**src/rtl/uncache_store_buffer_if.sv**
```systemverilog
// Uncached-access bundle between the memory pipeline, the store buffer and the AXI bridge.
//   slave  : view taken by uncache_store_buffer. It receives the pipeline's store and load
//            requests, and it drives the uncache_wr_* and uncache_rd_* requests.
//   master : the opposite view, used by whatever drives the buffer (pipeline and AXI side).
// Pipeline store : st_req, st_size, st_wstrb, st_addr, st_data -> st_ready
// Pipeline load  : ld_req, ld_size, ld_addr -> ld_addr_ok, ld_data_ok, ld_rdata
// Status         : empty (no buffered store, no write or load in flight)
// AXI write      : uncache_wr_req/size/wstrb/addr/data -> uncache_wr_rdy, uncache_wr_bvalid
// AXI read       : uncache_rd_req/size/addr -> uncache_rd_rdy, uncache_ret_valid/data
interface uncache_store_buffer_if;
    logic        st_req;
    logic [2:0]  st_size;
    logic [3:0]  st_wstrb;
    logic [31:0] st_addr;
    logic [31:0] st_data;
    logic        st_ready;

    logic        ld_req;
    logic [2:0]  ld_size;
    logic [31:0] ld_addr;
    logic        ld_addr_ok;
    logic        ld_data_ok;
    logic [31:0] ld_rdata;

    logic        empty;

    logic        uncache_wr_req;
    logic [2:0]  uncache_wr_size;
    logic [3:0]  uncache_wr_wstrb;
    logic [31:0] uncache_wr_addr;
    logic [31:0] uncache_wr_data;
    logic        uncache_wr_rdy;
    logic        uncache_wr_bvalid;

    logic        uncache_rd_req;
    logic [2:0]  uncache_rd_size;
    logic [31:0] uncache_rd_addr;
    logic        uncache_rd_rdy;
    logic        uncache_ret_valid;
    logic [31:0] uncache_ret_data;

    modport slave (
        input  st_req, st_size, st_wstrb, st_addr, st_data,
        output st_ready,
        input  ld_req, ld_size, ld_addr,
        output ld_addr_ok, ld_data_ok, ld_rdata,
        output empty,
        output uncache_wr_req, uncache_wr_size, uncache_wr_wstrb, uncache_wr_addr,
        output uncache_wr_data,
        input  uncache_wr_rdy, uncache_wr_bvalid,
        output uncache_rd_req, uncache_rd_size, uncache_rd_addr,
        input  uncache_rd_rdy, uncache_ret_valid, uncache_ret_data
    );

    modport master (
        output st_req, st_size, st_wstrb, st_addr, st_data,
        input  st_ready,
        output ld_req, ld_size, ld_addr,
        input  ld_addr_ok, ld_data_ok, ld_rdata,
        input  empty,
        input  uncache_wr_req, uncache_wr_size, uncache_wr_wstrb, uncache_wr_addr,
        input  uncache_wr_data,
        output uncache_wr_rdy, uncache_wr_bvalid,
        input  uncache_rd_req, uncache_rd_size, uncache_rd_addr,
        output uncache_rd_rdy, uncache_ret_valid, uncache_ret_data
    );
endinterface

```
**src/rtl/uncache_store_buffer.sv**
```systemverilog
// Ordered uncached-access buffer.
// Stores are posted into a circular FIFO. They are drained one at a time with this sequence:
// write request, accept, B response, pop. Loads wait until every older store has been
// acknowledged, which keeps MMIO accesses in program order. Loads never forward from the
// buffer.
// Ports:
//   clk    : clock
//   resetn : asynchronous active-low reset; drops all entries and any in-flight access
//   bus    : uncache_store_buffer_if.slave (pipeline store/load, empty, AXI uncache_wr/rd)
module uncache_store_buffer #(
    parameter int unsigned DEPTH = 4
) (
    input  logic                   clk,
    input  logic                   resetn,
    uncache_store_buffer_if.slave  bus
);
    localparam int unsigned AW = (DEPTH > 1) ? $clog2(DEPTH) : 1;
    localparam int unsigned CW = AW + 1;
    localparam logic [CW-1:0] CNT_FULL = CW'(DEPTH);

    localparam logic [1:0] D_IDLE = 2'd0;
    localparam logic [1:0] D_REQ  = 2'd1;
    localparam logic [1:0] D_RESP = 2'd2;

    localparam logic L_IDLE = 1'b0;
    localparam logic L_WAIT = 1'b1;

    logic [2:0]  mem_size  [DEPTH];
    logic [3:0]  mem_wstrb [DEPTH];
    logic [31:0] mem_addr  [DEPTH];
    logic [31:0] mem_data  [DEPTH];

    logic [AW-1:0] wr_ptr_q, wr_ptr_d;
    logic [AW-1:0] rd_ptr_q, rd_ptr_d;
    logic [CW-1:0] count_q, count_d;
    logic [1:0]    drain_q, drain_d;
    logic          load_q, load_d;

    logic st_ready;
    logic push;
    logic pop;
    logic wr_req;
    logic rd_req;
    logic addr_ok;
    logic data_ok;

    // Fullness is judged on the registered count only, so a full buffer refuses a push even
    // in its pop cycle. An outstanding load also blocks stores, so no store can overtake it.
    assign st_ready = (count_q != CNT_FULL) && (load_q == L_IDLE);
    assign push     = bus.st_req && st_ready;
    assign pop      = (drain_q == D_RESP) && bus.uncache_wr_bvalid;

    always_comb begin
        wr_ptr_d = wr_ptr_q;
        rd_ptr_d = rd_ptr_q;
        count_d  = count_q;
        if (push) begin
            wr_ptr_d = wr_ptr_q + AW'(1);
        end
        if (pop) begin
            rd_ptr_d = rd_ptr_q + AW'(1);
        end
        if (push && !pop) begin
            count_d = count_q + CW'(1);
        end else if (pop && !push) begin
            count_d = count_q - CW'(1);
        end
    end

    // Drain FSM: at most one write outstanding. The head entry stays fixed until its B
    // response arrives.
    always_comb begin
        drain_d = drain_q;
        case (drain_q)
            D_IDLE: begin
                if (count_q != '0) begin
                    drain_d = D_REQ;
                end
            end
            D_REQ: begin
                if (bus.uncache_wr_rdy) begin
                    drain_d = D_RESP;
                end
            end
            D_RESP: begin
                if (bus.uncache_wr_bvalid) begin
                    drain_d = (count_d != '0) ? D_REQ : D_IDLE;
                end
            end
            default: drain_d = D_IDLE;
        endcase
    end

    // A store that arrives in the same cycle as a load counts as older, so it blocks the load.
    assign rd_req  = (load_q == L_IDLE) && bus.ld_req && (count_q == '0) &&
                     (drain_q == D_IDLE) && !bus.st_req;
    assign addr_ok = rd_req && bus.uncache_rd_rdy;
    assign data_ok = (load_q == L_WAIT) && bus.uncache_ret_valid;

    always_comb begin
        load_d = load_q;
        if (addr_ok) begin
            load_d = L_WAIT;
        end else if (data_ok) begin
            load_d = L_IDLE;
        end
    end

    always_ff @(posedge clk or negedge resetn) begin
        if (!resetn) begin
            wr_ptr_q <= '0;
            rd_ptr_q <= '0;
            count_q  <= '0;
            drain_q  <= D_IDLE;
            load_q   <= L_IDLE;
        end else begin
            wr_ptr_q <= wr_ptr_d;
            rd_ptr_q <= rd_ptr_d;
            count_q  <= count_d;
            drain_q  <= drain_d;
            load_q   <= load_d;
        end
    end

    // Payload storage is not reset; count and the pointers define which entries are valid.
    always_ff @(posedge clk) begin
        if (push) begin
            mem_size[wr_ptr_q]  <= bus.st_size;
            mem_wstrb[wr_ptr_q] <= bus.st_wstrb;
            mem_addr[wr_ptr_q]  <= bus.st_addr;
            mem_data[wr_ptr_q]  <= bus.st_data;
        end
    end

    assign wr_req = (drain_q == D_REQ);

    assign bus.st_ready         = st_ready;
    assign bus.empty            = (count_q == '0) && (drain_q == D_IDLE) && (load_q == L_IDLE);

    // Head fields are gated so the write bus reads as zero whenever no request is presented.
    assign bus.uncache_wr_req   = wr_req;
    assign bus.uncache_wr_size  = wr_req ? mem_size[rd_ptr_q]  : '0;
    assign bus.uncache_wr_wstrb = wr_req ? mem_wstrb[rd_ptr_q] : '0;
    assign bus.uncache_wr_addr  = wr_req ? mem_addr[rd_ptr_q]  : '0;
    assign bus.uncache_wr_data  = wr_req ? mem_data[rd_ptr_q]  : '0;

    assign bus.uncache_rd_req   = rd_req;
    assign bus.uncache_rd_size  = bus.ld_size;
    assign bus.uncache_rd_addr  = bus.ld_addr;

    assign bus.ld_addr_ok       = addr_ok;
    assign bus.ld_data_ok       = data_ok;
    assign bus.ld_rdata         = data_ok ? bus.uncache_ret_data : '0;
endmodule

```
**src/flat_wrapper.sv**
```systemverilog
// flat-port wrapper written by rule: the top's interface ports become plain ports
module uncache_store_buffer_flat 
#(
    parameter int unsigned DEPTH = 4
)
  (clk, resetn, bus_st_req, bus_st_size, bus_st_wstrb, bus_st_addr, bus_st_data, bus_st_ready, bus_ld_req, bus_ld_size, bus_ld_addr, bus_ld_addr_ok, bus_ld_data_ok, bus_ld_rdata, bus_empty, bus_uncache_wr_req, bus_uncache_wr_size, bus_uncache_wr_wstrb, bus_uncache_wr_addr, bus_uncache_wr_data, bus_uncache_wr_rdy, bus_uncache_wr_bvalid, bus_uncache_rd_req, bus_uncache_rd_size, bus_uncache_rd_addr, bus_uncache_rd_rdy, bus_uncache_ret_valid, bus_uncache_ret_data);
  uncache_store_buffer_if bus_i ();
  input  logic clk;
  input  logic resetn;
  input wire logic [$bits(bus_i.st_req)-1:0] bus_st_req;
  input wire logic [$bits(bus_i.st_size)-1:0] bus_st_size;
  input wire logic [$bits(bus_i.st_wstrb)-1:0] bus_st_wstrb;
  input wire logic [$bits(bus_i.st_addr)-1:0] bus_st_addr;
  input wire logic [$bits(bus_i.st_data)-1:0] bus_st_data;
  output wire logic [$bits(bus_i.st_ready)-1:0] bus_st_ready;
  input wire logic [$bits(bus_i.ld_req)-1:0] bus_ld_req;
  input wire logic [$bits(bus_i.ld_size)-1:0] bus_ld_size;
  input wire logic [$bits(bus_i.ld_addr)-1:0] bus_ld_addr;
  output wire logic [$bits(bus_i.ld_addr_ok)-1:0] bus_ld_addr_ok;
  output wire logic [$bits(bus_i.ld_data_ok)-1:0] bus_ld_data_ok;
  output wire logic [$bits(bus_i.ld_rdata)-1:0] bus_ld_rdata;
  output wire logic [$bits(bus_i.empty)-1:0] bus_empty;
  output wire logic [$bits(bus_i.uncache_wr_req)-1:0] bus_uncache_wr_req;
  output wire logic [$bits(bus_i.uncache_wr_size)-1:0] bus_uncache_wr_size;
  output wire logic [$bits(bus_i.uncache_wr_wstrb)-1:0] bus_uncache_wr_wstrb;
  output wire logic [$bits(bus_i.uncache_wr_addr)-1:0] bus_uncache_wr_addr;
  output wire logic [$bits(bus_i.uncache_wr_data)-1:0] bus_uncache_wr_data;
  input wire logic [$bits(bus_i.uncache_wr_rdy)-1:0] bus_uncache_wr_rdy;
  input wire logic [$bits(bus_i.uncache_wr_bvalid)-1:0] bus_uncache_wr_bvalid;
  output wire logic [$bits(bus_i.uncache_rd_req)-1:0] bus_uncache_rd_req;
  output wire logic [$bits(bus_i.uncache_rd_size)-1:0] bus_uncache_rd_size;
  output wire logic [$bits(bus_i.uncache_rd_addr)-1:0] bus_uncache_rd_addr;
  input wire logic [$bits(bus_i.uncache_rd_rdy)-1:0] bus_uncache_rd_rdy;
  input wire logic [$bits(bus_i.uncache_ret_valid)-1:0] bus_uncache_ret_valid;
  input wire logic [$bits(bus_i.uncache_ret_data)-1:0] bus_uncache_ret_data;
  assign bus_i.st_req = bus_st_req;
  assign bus_i.st_size = bus_st_size;
  assign bus_i.st_wstrb = bus_st_wstrb;
  assign bus_i.st_addr = bus_st_addr;
  assign bus_i.st_data = bus_st_data;
  assign bus_st_ready = bus_i.st_ready;
  assign bus_i.ld_req = bus_ld_req;
  assign bus_i.ld_size = bus_ld_size;
  assign bus_i.ld_addr = bus_ld_addr;
  assign bus_ld_addr_ok = bus_i.ld_addr_ok;
  assign bus_ld_data_ok = bus_i.ld_data_ok;
  assign bus_ld_rdata = bus_i.ld_rdata;
  assign bus_empty = bus_i.empty;
  assign bus_uncache_wr_req = bus_i.uncache_wr_req;
  assign bus_uncache_wr_size = bus_i.uncache_wr_size;
  assign bus_uncache_wr_wstrb = bus_i.uncache_wr_wstrb;
  assign bus_uncache_wr_addr = bus_i.uncache_wr_addr;
  assign bus_uncache_wr_data = bus_i.uncache_wr_data;
  assign bus_i.uncache_wr_rdy = bus_uncache_wr_rdy;
  assign bus_i.uncache_wr_bvalid = bus_uncache_wr_bvalid;
  assign bus_uncache_rd_req = bus_i.uncache_rd_req;
  assign bus_uncache_rd_size = bus_i.uncache_rd_size;
  assign bus_uncache_rd_addr = bus_i.uncache_rd_addr;
  assign bus_i.uncache_rd_rdy = bus_uncache_rd_rdy;
  assign bus_i.uncache_ret_valid = bus_uncache_ret_valid;
  assign bus_i.uncache_ret_data = bus_uncache_ret_data;
  uncache_store_buffer #(.DEPTH(DEPTH)) u_core (.clk(clk), .resetn(resetn), .bus(bus_i));
endmodule
```
**config.mk**
```make
export PLATFORM = sky130hd
export DESIGN_NAME = uncache_store_buffer_flat
export DESIGN_NICKNAME = d
export VERILOG_FILES = /design/src/rtl/uncache_store_buffer_if.sv /design/src/rtl/uncache_store_buffer.sv /design/src/flat_wrapper.sv
export SDC_FILE = /design/constraint.sdc
export NUM_CORES = 1
export LEC_CHECK = 0
export CAP_MARGIN = 20
export CORE_ASPECT_RATIO = 0.8
export CORE_UTILIZATION = 45
export CTS_CLUSTER_SIZE = 14
export DETAILED_ROUTE_END_ITERATION = 10
export PLACE_DENSITY = 0.82
export REMOVE_ABC_BUFFERS = 1
export SYNTH_ARGS = -nofsm -noshare
export SYNTH_HDL_FRONTEND = slang
export SYNTH_SLANG_ARGS = --single-unit
```
**constraint.sdc**
```tcl
create_clock -name clk -period 3.2 [get_ports clk]
set_clock_uncertainty 0.1 [all_clocks]
set_input_delay 0.96 -clock clk [delete_from_list [all_inputs] [get_ports clk]]
set_output_delay 0.96 -clock clk [all_outputs]
set_load 0.02 [all_outputs]
```
Word level (Yosys, flattened, before mapping)
Memories as Yosys holds them, arrays and structs flattened.
Index checks and enable logic that the tools add are counted.
W data, S select, Z words.
{ "word_totals": {"mem_bits_rw": 284, "rom_bits": 0, "register_bits": 10, "latch_bits": 0, "n_memories": 4, "inputBits": 146, "wordCells": 58} }
{ "classes": {"magnitude_cmp": 0, "muxes": 16, "n_bitwise": 1, "div_mod_pow": 0, "n_addsub": 4, "reduce_logical": 22, "n_eq_ne": 6, "mul": 0, "shift": 0} }
{ "memory_table": {"columns": ["name", "words", "word_bits", "read_ports", "rd_clocked_by_memory_dff", "write_ports", "line_no", "source"], "rows": [
  ["u_core.mem_addr", 4, 32, 1, 0, 1, "uncache_store_buffer.sv:30", "logic [31:0] mem_addr [DEPTH];"],
  ["u_core.mem_data", 4, 32, 1, 0, 1, "uncache_store_buffer.sv:31", "logic [31:0] mem_data [DEPTH];"],
  ["u_core.mem_wstrb", 4, 4, 1, 0, 1, "uncache_store_buffer.sv:29", "logic [3:0] mem_wstrb [DEPTH];"],
  ["u_core.mem_size", 4, 3, 1, 0, 1, "uncache_store_buffer.sv:28", "logic [2:0] mem_size [DEPTH];"]
]} }
{ "ops": {"columns": ["op", "n"], "rows": [
  ["$mux W32", 3],
  ["$logic_and A1 B1 Y1", 13],
  ["$mux W3", 3],
  ["$mux W2", 3],
  ["$pmux W2 S3", 1],
  ["$reduce_bool A3 Y1", 2],
  ["$mux W1", 5],
  ["$add A2 B1 Y2 const B", 2],
  ["$mux W4", 1],
  ["$ne A2 B2 Y1 const B", 2],
  ["$add A3 B1 Y3 const B", 1],
  ["$logic_not A1 Y1", 3],
  ["$logic_not A3 Y1", 1],
  ["$ne A3 B3 Y1 const B", 1],
  ["$reduce_and A3 Y1", 1],
  ["$sub A3 B1 Y3 const B", 1],
  ["$eq A2 B1 Y1 const B", 1],
  ["$eq A2 B2 Y1 const B", 1],
  ["$logic_not A2 Y1", 1],
  ["$ne A2 B1 Y1 const B", 1],
  ["$reduce_bool A2 Y1", 1],
  ["$not A1 Y1", 1]
]} }

Longest topological paths before layout
{ "depth": {"word_depth": 11, "depth_mapped": 8, "depth_no_buf": 7} }

Least setup slack after synthesis
OpenSTA, ideal clock, no wires.
{ "synth_timing": {"kind": "input -> register", "startpoint": "in bus_st_req", "endpoint": "mem u_core.mem_addr[1][0], enable pin", "t_arrival_ns": 2.672, "path_slack_ns": -0.010, "stages": 1, "cell_sequence": "and3_1"} }
{ "synth_between": {"elab_chain_cells": 3} }
{ "synth_lines": {"columns": ["element", "line_no", "source"], "rows": [
  ["start, declared", "flat_wrapper.sv:10", "input wire logic [$bits(bus_i.st_req)-1:0] bus_st_req;"],
  ["$logic_and A1 B1 Y1", "uncache_store_buffer.sv:50", "assign push = bus.st_req && st_ready;"],
  ["$mux W1", "uncache_store_buffer.sv:127", "if (push) begin"],
  ["$mux W1 (not written as such)", "uncache_store_buffer.sv:130", "mem_addr[wr_ptr_q] <= bus.st_addr;"],
  ["end, declared", "uncache_store_buffer.sv:30", null]
]} }
No other way between the ends.

Final worst setup path
{ "layout_timing": {"startpoint": "reg u_core.rd_ptr_q[0]", "endpoint": "out bus_uncache_wr_data[22]"} }
{ "layout_between": {"elab_chain_cells": 2} }
{ "layout_lines": {"columns": ["element", "line_no", "source"], "rows": [
  ["start, declared", "uncache_store_buffer.sv:34", "logic [AW-1:0] rd_ptr_q, rd_ptr_d;"],
  ["start signal, assigned", "uncache_store_buffer.sv:118", "rd_ptr_q <= rd_ptr_d;"],
  ["$mem_v2 Z4 W32", null, null],
  ["$mux W32", "uncache_store_buffer.sv:145", "assign bus.uncache_wr_data = wr_req ? mem_data[rd_ptr_q] : '0;"],
  ["end, declared", "flat_wrapper.sv:27", "output wire logic [$bits(bus_i.uncache_wr_data)-1:0] bus_uncache_wr_data;"]
]} }
No other way between the ends.

==> summary by stage <==
Floorplan
The number of placement rows is 52. Once the floorplan was initialized, standard cells occupied 46.3% of the core. The floorplan step defined a die boundary enclosing approximately 0.027 sq mm. The overall die height is 147 um. The x dimension of the die is 183 um. In this run the standard cell core region covers 0.0255 sq mm.

The top-level port count is 290.

Timing
Once routing completed, OpenROAD measured the worst setup slack at -91.4 ps. In the finished design, the share of the clock period the worst path needs comes to 103%. Setup violations remaining at the end of the flow were counted as 35. The max-slew violation total from the final report is 0. For this run, the top clock speed supported by timing is 304 MHz.

Setup repair after global routing could not meet its margin everywhere. The worst slew margin relative to its limit is 68.3%. The count of final hold-check violations is 0.

The slew of the pin with the lowest slew margin is 473 ps. The shortest period the worst path allows is 3290 ps.

Logic synthesis
The fraction of post-synthesis cell area in the top cell type by area is between 70% and 80%. The warning count from the yosys run is 0. The most frequently used flop master after synthesis is sky130_fd_sc_hd__edfxtp_1.

The mean instance size in the synthesized netlist is slightly above 20 sq um. The post-synthesis async set-or-reset flop share is 3.40%. Ranked by total cell area, the synthesized netlist is headed by sky130_fd_sc_hd__edfxtp_1, sky130_fd_sc_hd__mux4_2, sky130_fd_sc_hd__and2_1. The count of different cell masters after synthesis is 32.

The synthesized design spends more area on one cell type than any other, namely sky130_fd_sc_hd__edfxtp_1. The number of flip-flops and latches in the synthesized netlist is 294. Synthesis handed over a netlist of ~600 instances. The number of enable-type register cells in the synthesized netlist is between 200 and 300. The sequential cell area fraction in the yosys report is 74.4%. The synthesized netlist occupies a cell area of approximately 0.012 sq mm.

GRT
For this run, the total global-route usage over all layers was measured as between 20% and 30%. The residual overflow from global routing is 0. The first-pass GRT wire length is 39800 um. Entering global routing, the biggest net connects 42 pins. The number of antenna violations at the first check in global routing is 1. The via count of the first global-routing pass came to 6532.

Status
The final reports fail on setup timing. The run finished, with violations left.

Final layout
The post-route netlist has 38.0% of its cells at a drive strength greater than 1. The area growth from synthesis to layout is 33.5%. Leaving out fill and tap cells, the most frequent cell in the layout is sky130_fd_sc_hd__edfxtp_1. The number of standard cells in the final layout excluding fillers is ~1200. The filler cells instantiated in the layout total 1796. The final layout net count is 974. The top cell types in the final layout, fill and taps aside, are sky130_fd_sc_hd__edfxtp_1, sky130_fd_sc_hd__clkdlybuf4s50_1, sky130_fd_sc_hd__mux4_2.

Setup path
The setup slack of the worst register-to-register path is 1200 ps. The endpoint arrival time on the critical path is about 2200 ps. The startpoint kind of the worst setup timing path is a flip-flop.

The category of the most critical setup path is flip-flop to primary output. STA puts the critical path data required time at 2140 ps. In this run the worst path has a maximum fanout of 5. The worst setup path is captured at a primary output.

Clocking
The library cell used as clock root buffer is sky130_fd_sc_hd__clkbuf_16. The number of buffers on the longest clock path is 3. The CTS tree is built.

The clock network latency to the later pin of the worst-skew pair is 520 ps. The CTS sink count is 294. The total of hold buffers inserted after clock tree synthesis is 0. CTS built an H-tree with a depth of 1. The clock-pin slew on the worst setup and hold paths is 60 ps. The TritonCTS buffer count is 28.

Flow run
Across the run, the number of max-cap violations was 0.

Hold path
The worst hold path belongs to the class flip-flop to flip-flop.

Power and ir drop
The worst supply voltage drop on vdd is 0.548 mV. Dividing total power by cell area gives a power density of 903 mW/mm^2. The power after layout is 0.0142 W. The total leakage power is ~5.6 nW.

Drt
The pre-antenna-repair detailed-routing pass consisted of 5 iterations. The routed layout has 6258 vias. In the routed design, unresolved DRC markers number 0. The final layout contains routed wiring with a total length of 27300 um. The detail route stage leaves a number of antenna-violating nets equal to 0. For this block, the initial DRC count from the detailed router was 438. The via density per instance is 5.24. The per-cell routed wire length is approximately 23 um.

Place
Routability-driven placement finished with a final weighted congestion of 0.859. Input and output buffers added on the ports amount to 219. The sum of net half-perimeters after detailed placement is 17800 um. The number of cells in the design after placement is 1115.
## layer usage
| metal | part of all wire [%] | GRT usage [%] |
|---|---|---|
| met5 | 0.45 | 3.82 |
| met4 | 1.9 | 4.50 |
| met3 | 11 | 8.95 |
| met2 | 46 | 30.0 |
| met1 | 41 | 26.7 |
## through the flow
stage               setup slack [ps]  util (%)  area [sq um]  hold WS [ps]  setup TNS [ps]
floorplan                      -1600         -         11400           400         -119300
global placement                -285      56.7         14500           438           -9280
detailed placement              -331      56.7         14500           475          -10510
CTS                             -220      60.2         15400           489           -6110
global route                    -154      61.8         15800           515           -5930
finish                         -91.4      61.8         15800           486           -1120
## synthesized netlist by cell type (3+ instances only)
| library cell | instances |
|---|---|
| sky130_fd_sc_hd__edfxtp_1 | 284 |
| sky130_fd_sc_hd__and2_1 | 74 |
| sky130_fd_sc_hd__mux4_2 | 71 |
| sky130_fd_sc_hd__and3_1 | 36 |
| sky130_fd_sc_hd__buf_4 | 35 |
| sky130_fd_sc_hd__clkbuf_1 | 19 |
| sky130_fd_sc_hd__dfrtp_1 | 10 |
| sky130_fd_sc_hd__buf_2 | 9 |
| sky130_fd_sc_hd__ha_1 | 7 |
| sky130_fd_sc_hd__inv_1 | 7 |
| sky130_fd_sc_hd__xnor2_1 | 5 |
| sky130_fd_sc_hd__nand2_1 | 3 |
| sky130_fd_sc_hd__nor2_1 | 3 |
| sky130_fd_sc_hd__o21ai_0 | 3 |
## final cells by class
cell class                      count  area, sq um  share of cell area [%]
Sequential cell                   294         8790                    55.8
Multi-Input combinational cell    217         2750                    17.5
Antenna cell                        1         2.50                  0.0159
Clock inverter                     13         82.6                   0.524
Tap cell                          351          439                    2.79
Clock buffer                       38          759                    4.82
Inverter                            8         30.0                   0.191
Timing Repair Buffer              272         2900                    18.4
## registers in the layout (all words and copies together) (netlist names)
| name | flops |
|---|---|
| u_core.count_q | 3 |
| u_core.drain_q | 2 |
| u_core.load_q | 1 |
| u_core.mem_addr | 128 |
| u_core.mem_data | 128 |
| u_core.mem_size | 12 |
| u_core.mem_wstrb | 16 |
| u_core.rd_ptr_q | 2 |
| u_core.wr_ptr_q | 2 |
## kinds of logic after synthesis
group	Yosys count	share of synthesized area, %
flops	294	74.4
simple gates	122	6.53
buf+inv	73	3.59
mux	71	13.5
compound gates	11	0.774
fa+ha+maj	7	0.742
xor+xnor	6	0.445
## report_power, final
group | internal (W) | switching (W) | total (W)
Sequential | 0.00508 | 0.000251 | 0.00533
Combinational | 0.00308 | 0.00276 | 0.00584
Clock | 0.00173 | 0.00133 | 0.00306
## worst max-delay path, stage by stage, from the launching register on
cell	delay, ps
sky130_fd_sc_hd__dfrtp_4	540
sky130_fd_sc_hd__buf_12	170
sky130_fd_sc_hd__clkbuf_16	150
sky130_fd_sc_hd__buf_4	130
sky130_fd_sc_hd__mux4_2	400
sky130_fd_sc_hd__and2_4	180
sky130_fd_sc_hd__buf_6	120
## timing repair
action | in CTS | in global routing
gates cloned | 3 | 2
pin swaps | 1 | 13
setup endpoints to repair | 109 | 106
gates resized for setup | 399 | 161
setup buffers | 10 | 13
## path summary, 6_finish.rpt
check / cells past startpoint / start / end
max reg2reg: 5 / u_core.count_q[1]$_DFF_PN0_ / u_core.mem_addr[2][25]$_DFFE_PP_
min reg2reg: 1 / u_core.count_q[2]$_DFF_PN0_ / u_core.count_q[2]$_DFF_PN0_
max in group asynchronous: 1 / resetn / u_core.rd_ptr_q[0]$_DFFE_PN0P_
min: 1 / u_core.count_q[2]$_DFF_PN0_ / u_core.count_q[2]$_DFF_PN0_
min in group asynchronous: 1 / resetn / u_core.rd_ptr_q[1]$_DFFE_PN0P_
max: 6 / u_core.rd_ptr_q[0]$_DFFE_PN0P_ / bus_uncache_wr_data[22]
Power figures use the tool's default switching activity.
